[config.mk]
export PLATFORM = sky130hd
export DESIGN_NAME = range_input_sequencer
export DESIGN_NICKNAME = d
export VERILOG_FILES = /design/src/rtl/range_input_sequencer.sv
export SDC_FILE = /design/constraint.sdc
export NUM_CORES = 1
export LEC_CHECK = 0
export BUFFER_PORTS_ARGS = -buffer_cell sky130_fd_sc_hd__clkbuf_2
export CAP_MARGIN = 0
export CORE_AREA = 3 3 68 70
export CTS_CLUSTER_SIZE = 16
export DETAILED_ROUTE_END_ITERATION = 12
export DIE_AREA = 0 0 71 73
export PLACE_DENSITY = 0.6
export SYNTH_ARGS = -nofsm -noshare
export SYNTH_HDL_FRONTEND = slang
export SYNTH_SLANG_ARGS = --single-unit
[constraint.sdc]
create_clock -name clock -period 2.95 [get_ports clock]
set_input_delay 0.295 -clock clock [delete_from_list [all_inputs] [get_ports clock]]
set_output_delay 0.295 -clock clock [all_outputs]
set_load 0.005 [all_outputs]
[src/rtl/range_input_sequencer.sv]
// Front end of the range-finding datapath: synchronises the pin inputs, detects
// strobe/end rising edges and turns them into a go/finish run protocol.
module range_input_sequencer #(
  parameter int WIDTH       = 16,
  parameter int DATA_BITS   = 8,
  parameter int MAX_SAMPLES = 255
) (
  input  logic                 clock,
  input  logic                 reset,
  input  logic [DATA_BITS-1:0] sample_pin,
  input  logic                 strobe_pin,
  input  logic                 end_pin,
  output logic                 go,
  output logic                 finish,
  output logic [WIDTH-1:0]     data_out,
  output logic [7:0]           sample_count,
  output logic                 busy,
  output logic                 seq_error
);

  localparam logic [7:0] MAX_COUNT = 8'(MAX_SAMPLES);

  typedef enum logic {IDLE = 1'b0, RUN = 1'b1} state_t;

  state_t               state, state_next;
  logic [DATA_BITS-1:0] sample_s1, sample_s2;
  logic                 strobe_s1, strobe_s2, strobe_s3;
  logic                 end_s1, end_s2, end_s3;
  logic                 strobe_rise, end_rise;
  logic                 go_next, finish_next, error_next;
  logic [WIDTH-1:0]     data_next;
  logic [7:0]           count_next;

  // Two-flop synchronisers; the third stage on strobe/end feeds edge detection.
  always_ff @(posedge clock or negedge reset) begin
    if (!reset) begin
      sample_s1 <= '0;
      sample_s2 <= '0;
      strobe_s1 <= 1'b0;
      strobe_s2 <= 1'b0;
      strobe_s3 <= 1'b0;
      end_s1    <= 1'b0;
      end_s2    <= 1'b0;
      end_s3    <= 1'b0;
    end else begin
      sample_s1 <= sample_pin;
      sample_s2 <= sample_s1;
      strobe_s1 <= strobe_pin;
      strobe_s2 <= strobe_s1;
      strobe_s3 <= strobe_s2;
      end_s1    <= end_pin;
      end_s2    <= end_s1;
      end_s3    <= end_s2;
    end
  end

  assign strobe_rise = strobe_s2 & ~strobe_s3;
  assign end_rise    = end_s2 & ~end_s3;

  always_ff @(posedge clock or negedge reset) begin
    if (!reset) begin
      state        <= IDLE;
      go           <= 1'b0;
      finish       <= 1'b0;
      data_out     <= '0;
      sample_count <= '0;
      seq_error    <= 1'b0;
    end else begin
      state        <= state_next;
      go           <= go_next;
      finish       <= finish_next;
      data_out     <= data_next;
      sample_count <= count_next;
      seq_error    <= error_next;
    end
  end

  always_comb begin
    state_next  = state;
    go_next     = 1'b0;
    finish_next = 1'b0;
    data_next   = data_out;
    count_next  = sample_count;
    error_next  = seq_error;
    unique case (state)
      IDLE: begin
        // A strobe takes priority over a simultaneous end press.
        if (strobe_rise) begin
          data_next  = WIDTH'(sample_s2);
          go_next    = 1'b1;
          count_next = 8'd1;
          error_next = 1'b0;
          if (MAX_COUNT == 8'd1) finish_next = 1'b1;
          else                   state_next  = RUN;
        end else if (end_rise) begin
          error_next = 1'b1;
        end
      end
      RUN: begin
        if (strobe_rise) begin
          data_next  = WIDTH'(sample_s2);
          count_next = sample_count + 8'd1;
          if (end_rise || (sample_count + 8'd1 == MAX_COUNT)) begin
            finish_next = 1'b1;
            state_next  = IDLE;
          end
        end else if (end_rise) begin
          finish_next = 1'b1;
          state_next  = IDLE;
        end
      end
      default: state_next = IDLE;
    endcase
  end

  assign busy = (state == RUN);

endmodule

==> out/metrics.cfg, run 1 <==
[synth]
postSynthAreaPerCell_um2=13.0
syn_inst=122
yosysSeqAreaShare=0.660
syn-cell-area_um2=1590
synth_top_cell_by_area=dfrtp_1
yosysUniqueCellTypes=33
ys.warnings.count=0
synth.top_cell.area_share=0.660
ys_seq_elements=42
synthTopCellsByArea=dfrtp_1, mux2_2, buf_4

[global_routing]
grt.overflow.total=0
grt_pass1_wl_um=4220
antenna_found_initial=0
grt_max_degree=43
first_global_vias=903
grt_usage=0.108

[detailed_routing]
wirelength_um=2540
avgRoutedWirePerCell_um=12.3
num_vias=965
ant_nets=0
drt_iter0_markers=39
firstDrtPassIters=4
vias_per_cell=4.66
drc_errors=0

[final_layout]
fin_util=0.461
nNetsFinal=170
layout-drive-gt1-share=0.363
insertedDiodeCount=0
final_common_cell=dfrtp_1
layout_common_cells=dfrtp_1, clkbuf_2, nand2_1, mux2_2, conb_1
syn_to_final_growth_pct=16.7
post-route-cell-area_um2=1860

[clock_tree]
numCtsBuffers=5
clk_pin_slew_worst_paths_ps=90
cts_setup_buffers=0
cts_buffer_depth=2
cts_tree=done
cts_max_level=2
numClockSinks=42
cts_resized=0
clkLatencyLatePin_ps=300
cts-root-buf=clkbuf_8
ctsHoldBuffers=0

[timing]
hold_viol=0
holdWs_ps=96.8
finalClockSkew_ps=5.86
worstMarginPinSlew_ps=983
slew-limit-headroom=0.344
max_freq_mhz=583
rsz0062_at_grt=no
drv_slew=0
setup_viol=0
fin_tns_setup_ps=0
period_share=0.581
final.min_clock_period_ps=1720

[die]
initial_utilization=0.395
num_io_pins=40
dieArea_um2=5180
die_w_um=71
rows=23
fp.dieH_um=73
coreArea_um2=4030

[worst_setup_path]
cpMaxStageDelayCell=or4_1
slowest_delay_ps=620
start_kind=flip-flop
worst-endpoint-arrival_ps=1960
cp.required_ps=3190
cp_max_fo=19
worstSetupEndpointType=flip-flop
criticalPathCategory=reg -> reg
crit_path_cell_trace=nand2b_1, or4_1, a21oi_1, a21o_1
r2r_setup_slack_ps=1230

[pwr]
p_sw_frac=0.316
pwr-share-clk=0.280
p_int_w=0.000946
p_leak_nw=0.884
pwr-share-seq=0.539
p_per_area_nw_per_um2=745
finalPower_w=0.00138
p_switching_w=0.000438
vdd_drop_max_uv=479
combPwrFrac=0.181

[placement]
dp_hpwl_um=1850
numPortBuffers=31
dpl_cell_area_um2=1760
gp_congestion=0.787

[hold_path]
hold_class=in -> reg

[run_status]
outcome=finished, final reports clean

[run]
max_cap_viol_count=0

==> path summary, 6_finish.rpt <==
kind	from	cells past startpoint	to
max	strobe_s3	4	sample_count[5]
min	sample_pin[4]	1	sample_s1[4]
max reg2reg	strobe_s3	4	sample_count[5]
min reg2reg	sample_s1[1]	0	sample_s2[1]
max in group asynchronous	reset	1	data_out[3]
min in group asynchronous	reset	1	sample_s1[1]
==> per-stage QoR <==
step | cells | setup slack (ps)
6_report | 207 | 1230
5_1_grt | 207 | 1130
3_5_place_dp | 199 | 1240
4_1_cts | 207 | 1240
3_3_place_gp | 199 | 1250
2_1_floorplan | 129 | 1470
==> logic make-up (layout without fill, tap and decap cells) <==
family / after synthesis / after routing / synth area share
AND/OR/NAND/NOR: 30 / 30 / 0.110
AO/OA/AOI/OAI: 21 / 21 / 0.0786
adder cells (fa/ha/maj): 2 / 2 / 0.0157
XOR/XNOR: 1 / 1 / 0.00550
other: 1 / 8 / 0.00236
multiplexers: 10 / 10 / 0.0700
buffers and inverters: 15 / 43 / 0.0574
flip-flops: 42 / 42 / 0.660
==> registers in the layout, summed over array words and instances (netlist names), 8 cells and up <==
register      count
sample_s2         8
sample_s1         8
data_out          8
sample_count      8
==> power groups by stage <==
stage / clock (W) / sequential, W / combinational (W)
after CTS: 0.000401 / 0.000746 / 0.000255
after floorplan: 0 / 0.000735 / 0.000169
after global placement: 0 / 0.000753 / 0.000248
final: 0.000388 / 0.000746 / 0.000250
after global routing: 0.000427 / 0.000762 / 0.000287
after detailed placement: 0 / 0.000758 / 0.000253
==> routing by layer <==
layer / GRT usage / routed length [µm]
met1: 0.134 / 1200
met2: 0.165 / 1100
met3: 0.0510 / 215
met4: 0.0376 / 28
met5: 0 / 0
==> critical path: cells and delay by family (launching register included) <==
| family | cells | cell delay [ps] |
|---|---|---|
| simple gates | 2 | 1050 |
| compound gates | 2 | 250 |
| flops | 1 | 360 |
==> synthesized netlist by cell type <==
master	n
inv_1	2
nand3_2	2
or2_2	1
and4_2	1
nand4b_1	1
or4b_4	1
or3_2	1
nand2_1	9
o21ai_0	7
or4_1	1
clkbuf_1	2
dfrtp_1	42
mux2i_1	1
a21o_1	1
a21oi_1	7
a21o_2	1
nor2_1	4
and2b_2	1
buf_2	1
nor3_1	3
buf_4	9
o31ai_1	2
mux2_2	9
xor2_1	1
ha_1	2
a32o_1	1
a31oi_1	1
clkinv_1	1
nand2b_1	1
conb_1	1
nand3_1	3
nand3b_1	1
o21bai_1	1
==> layout make-up <==
type,instances,area [µm²]
clock inverters,3,26.3
repair buffers,32,163
multi-input cells,72,475
inverters,3,11.3
clock buffers,5,68.8
flip-flops and latches,42,1050
well taps,50,62.6
fillers,384,2170
(Power assumes the default switching activity.)
==> run 2: changes to the inputs <==
clock period = 1.7 ns   (was 2.95 ns; I/O delays follow)
==> run 2 against run 1 <==
Combinational power rose by 110%; fmax grew 7.9%; register-to-register slack worse by 1100 ps; clock skew fell by 3.9 ps; largest cell class unchanged; sequential share of layout area decreased by 4.5 points; critical endpoint is now sample_count[2]; critical path type unchanged; sequential power increased by 72%; flip-flop and latch count is the same.
==> out/metrics.cfg, run 2 (synthesized netlist as in run 1, its figures left out) <==
[detailed_routing]
avgRoutedWirePerCell_um=12.7
wirelength_um=2820
drt_iter0_markers=16
firstDrtPassIters=4
ant_nets=0
vias_per_cell=4.64
drc_errors=0
num_vias=1034

[worst_setup_path]
worstReg2RegEnd=sample_count[2]
cp_max_fo=7
reg2reg_depth=5
r2r_setup_slack_ps=110
cp.required_ps=1930
timing.rr.start=sample_count[1]
worst-endpoint-arrival_ps=1820
start_kind=flip-flop
criticalPathCategory=reg -> reg
worstSetupEndpointType=flip-flop

[timing]
rsz0062_at_grt=no
period_share=0.935
hold_viol=0
max_freq_mhz=629
slew-limit-headroom=0.641
postLayoutSetupSlackWorst_ps=111
fin_tns_setup_ps=0
drv_slew=0
worstMarginPinSlew_ps=538
setup_viol=0
final.min_clock_period_ps=1590
finalClockSkew_ps=1.93

[final_layout]
layout_common_cells=dfrtp_1, clkbuf_2, dlygate4sd3_1, nand2_1, mux2_2
nNetsFinal=186
n_fill_cell=355
syn_to_final_growth_pct=27.0
final_common_cell=dfrtp_1
insertedDiodeCount=0
layout-drive-gt1-share=0.358

[die]
fp.dieH_um=73
rows=23
num_io_pins=40
coreArea_um2=4030
die_w_um=71
initial_utilization=0.395
dieArea_um2=5180

[global_routing]
first_global_vias=1077
antenna_found_initial=0
grt_usage=0.122
grt.overflow.total=0
grt_pass1_wl_um=4930
grt_max_degree=23

[clock_tree]
cts_buffer_depth=2
clkLatencyLatePin_ps=280
cts-root-buf=clkbuf_8
cts_tree=done
numCtsBuffers=5
numClockSinks=42
cts_setup_buffers=0
cts_max_level=2
clk_pin_slew_worst_paths_ps=70

[pwr]
p_per_area_nw_per_um2=1260
p_leak_nw=0.954
vdd_drop_max_uv=640

[run_status]
outcome=finished, final reports clean

[hold_path]
hold_path_end=sample_s2[0]
min_from=sample_s1[0]
min_path_cells=0
hold_class=reg -> reg

[placement]
dp_hpwl_um=2100
place_ws_ps=121
gp_congestion=0.799
numPortBuffers=31

[run]
max_cap_viol_count=0

[run 2: power by group]
| part | leakage [nW] | switching, W | internal [W] |
|---|---|---|---|
| Combinational | 0.404 | 0.000268 | 0.000251 |
| Clock | 0.0514 | 0.000316 | 0.000438 |
| Sequential | 0.499 | 0.000150 | 0.00113 |
[run 2: layout make-up]
cell class                 instances  area, µm²  share of cell area
sequential                        42       1050               0.520
multi-input combinational         72        475               0.235
timing repair buffer              48        310               0.153
clock buffer                       6       72.6              0.0359
tap                               50       62.6              0.0309
clock inverter                     2       37.5              0.0186
inverter                           3       11.3             0.00557
[run 2: metrics by stage]
step | hold WS, ps | area, µm² | std cells | util | total power, W
6_report | 351 | 2020 | 223 | 0.502 | 0.00255
5_1_grt | 359 | 2020 | 223 | 0.502 | 0.00273
4_1_cts | 354 | 2020 | 223 | 0.502 | 0.00259
3_5_place_dp | 180 | 1800 | 204 | 0.447 | 0.00181
3_3_place_gp | 173 | 1800 | 204 | 0.447 | 0.00177
2_1_floorplan | -126 | 1620 | 129 | - | 0.00157
[run 2: metal layers]
| metal | share of wire | wire length [µm] | global-route usage | up-vias |
|---|---|---|---|---|
| met4 | 0.0096 | 27 | 0.0418 | 0 |
| met3 | 0.060 | 169 | 0.0441 | 3 |
| met2 | 0.48 | 1360 | 0.201 | 35 |
| li1 | - | - | - | 500 |
| met1 | 0.45 | 1270 | 0.150 | 496 |
| met5 | 0 | 0 | 0 | - |
[run 2: worst max-delay path by stage]
stage               slack (ps)              end            start
floorplan                  220  sample_count[2]  sample_count[0]
global placement           200  sample_count[2]  sample_count[0]
detailed placement         120  sample_count[2]  sample_count[0]
CTS                         90  sample_count[2]  sample_count[0]
global route                 3  sample_count[2]  sample_count[1]
finish                     110  sample_count[2]  sample_count[1]
[run 2: timing repair]
action                                  4_1_cts  5_1_grt
resized for setup                             0        1
hold buffers                                 11        0
endpoints found under the setup margin        0        1
endpoints found under the hold margin        31        0
[run 2: worst max-delay path, cell delays in order (launching register included)]
cell     delay, ps
dfrtp_1        460
ha_1           280
inv_1           80
or3_2          470
a21oi_1        150
a21o_2         100
==> run 3: changes to the inputs <==
ABC_AREA = 1   (was default)
CORE_AREA = 3 3 67 69   (was 3 3 68 70)
DIE_AREA = 0 0 70 72   (was 0 0 71 73)
PLACE_DENSITY = 0.61   (was 0.6)
==> run 3 against run 2 <==
Hold slack lost 2.1 ps; non-clock buffer count shrank 2; combinational power shrank 46%; synthesized cell count grew 20%; wire length shrank 4.9%; register-to-register slack gained 120 ps; fmax grew 8.5%; via count grew 7.0%; global-route usage shrank 0.40 points; utilization grew 0.13 points; largest power group unchanged; highest routed layer unchanged.
==> out/metrics.cfg, run 3 <==
[worst_setup_path]
reg2reg_depth=9
r2r_setup_slack_ps=240
cp.required_ps=1880
worst-endpoint-arrival_ps=1640
worstSetupEndpointType=flip-flop
crit_start=sample_count[0]
cp-endpoint=busy
criticalPathCategory=reg -> reg
timing.rr.start=sample_count[0]
start_kind=flip-flop
cp_max_fo=7
worstReg2RegEnd=busy

[timing]
worstMarginPinSlew_ps=506
finalClockSkew_ps=6.32
final.min_clock_period_ps=1460
fin_tns_setup_ps=0
max_freq_mhz=683
postLayoutSetupSlackWorst_ps=235
rsz0062_at_grt=no
setup_viol=0
drv_slew=0
hold_viol=0
slew-limit-headroom=0.663
period_share=0.862

[global_routing]
antenna_found_initial=0
grt_max_degree=43
grt_pass1_wl_um=4730
first_global_vias=1098
grt_usage=0.118
grt.overflow.total=0

[detailed_routing]
avgRoutedWirePerCell_um=10.8
wirelength_um=2690
drt_iter0_markers=79
ant_nets=0
drc_errors=0
num_vias=1106
vias_per_cell=4.46
firstDrtPassIters=4

[die]
coreArea_um2=3970
die_w_um=70
num_io_pins=40
fp.dieH_um=72
initial_utilization=0.396
dieArea_um2=5040
rows=23

[placement]
dpl_cell_area_um2=1780
gp_congestion=0.828
numPortBuffers=31
dp_hpwl_um=1910
place_ws_ps=202

[final_layout]
nNetsFinal=211
layout_common_cells=nand2_1, dfrtp_1, clkbuf_2, inv_1, dlygate4sd3_1
syn_to_final_growth_pct=26.9
fin_util=0.503
layout-drive-gt1-share=0.288
n_fill_cell=363
post-route-cell-area_um2=2000
final_common_cell=nand2_1
insertedDiodeCount=0

[synth]
yosysUniqueCellTypes=21
syn_inst=147
synth.top_cell.area_share=0.668
ys_seq_elements=42
synth_top_flop_cell=dfrtp_1
async_flop_share=1.00
synth_common_cells=nand2_1, dfrtp_1, inv_1, buf_4, nand3_1
syn-cell-area_um2=1570
postSynthAreaPerCell_um2=10.7
ys.warnings.count=0
post-synth-top-count-cell=nand2_1
synth_top_cell_by_area=dfrtp_1
synth-edff-count=0
synthTopCellsByArea=dfrtp_1, nand2_1, buf_4
yosysSeqAreaShare=0.668

[pwr]
pwr-share-clk=0.336
p_switching_w=0.000541
pwr-share-seq=0.536
p_per_area_nw_per_um2=1100
combPwrFrac=0.128
p_sw_frac=0.245
p_int_w=0.00167
vdd_drop_max_uv=607
finalPower_w=0.00221
p_leak_nw=1.01

[run]
max_cap_viol_count=0

[clock_tree]
cts_buffer_depth=2
cts_tree=done
cts_max_level=2
numClockSinks=42
clk_pin_slew_worst_paths_ps=80
clkLatencyLatePin_ps=280
numCtsBuffers=5
cts-root-buf=clkbuf_8
cts_setup_buffers=0

[run_status]
outcome=finished, final reports clean

[hold_path]
hold_class=reg -> reg

## run 3: changes by cell type after synthesis, sizes merged, moves of 2 or more
cell and delta:
nor2 +5, nand3 +4, o22ai +5, mux2 -9, o21ai -3, o31ai -2
nor3 -3, a21o -2, a21oi -7, inv +12, nand2 +39
## run 3: stage by stage
step,hold slack (ps),cells
2_1_floorplan,-126,154
5_1_grt,357,248
4_1_cts,351,248
6_report,349,248
3_5_place_dp,267,229
3_3_place_gp,257,229
## run 3: logic make-up (layout without fill, tap and decap cells)
kind of cell    count (synthesis)  in the layout  synth area share
fa+ha+maj                       2              2            0.0159
buf+inv                        24             68            0.0771
other cells                     1              8           0.00238
compound gates                 11             11            0.0445
simple gates                   67             67             0.192
flops                          42             42             0.668
## run 3: how the worst min path moves through the flow
stage / slack, ps / start / end / cells past startpoint
after floorplan: -130 / reset / busy / 0
after global placement: 260 / reset / sample_count[2] / 2
after detailed placement: 270 / reset / sample_count[2] / 2
after CTS: 350 / sample_s1[7] / sample_s2[7] / 0
after global routing: 360 / sample_s1[1] / sample_s2[1] / 0
final: 350 / sample_s1[7] / sample_s2[7] / 0
## run 3: critical path: stages, from the launching register on
cell	delay (ps)
dfrtp_2	450
ha_1	240
nand2_1	100
nand2_1	80
nor2_1	140
nand3_2	90
nor2_2	90
nand2_2	60
nand3_1	60
nand2_1	50
## run 3: final cells by class
| type | instances | area [µm²] | share of cell area |
|---|---|---|---|
| clock buffer | 7 | 76.3 | 0.0382 |
| clock inverter | 1 | 30.0 | 0.0150 |
| inverter | 14 | 52.6 | 0.0263 |
| multi-input combinational | 88 | 428 | 0.214 |
| sequential | 42 | 1050 | 0.527 |
| tap | 50 | 62.6 | 0.0313 |
| timing repair buffer | 46 | 295 | 0.148 |
## run 3: power by group through the flow
stage / Sequential (W) / Clock [W] / Combinational (W)
after floorplan: 0.00119 / 0 / 0.000141
after global placement: 0.00119 / 0 / 0.000262
after detailed placement: 0.00120 / 0 / 0.000271
after CTS: 0.00118 / 0.000769 / 0.000291
after global routing: 0.00120 / 0.000809 / 0.000326
final: 0.00118 / 0.000741 / 0.000282
## run 3: routing by layer
layer  wire [µm]  vias to the layer above  track usage
met3         219                        4       0.0360
li1            -                      538            -
met5           0                        -            0
met4          38                        0       0.0532
met1        1110                      518        0.128
met2        1310                       46        0.213
## run 3: repair_timing
| action | 4_1_cts | 5_1_grt |
|---|---|---|
| setup endpoints to repair | 0 | 1 |
| gates resized for setup | 0 | 2 |
| endpoints found under the hold margin | 52 | 0 |
| hold buffers | 11 | 0 |
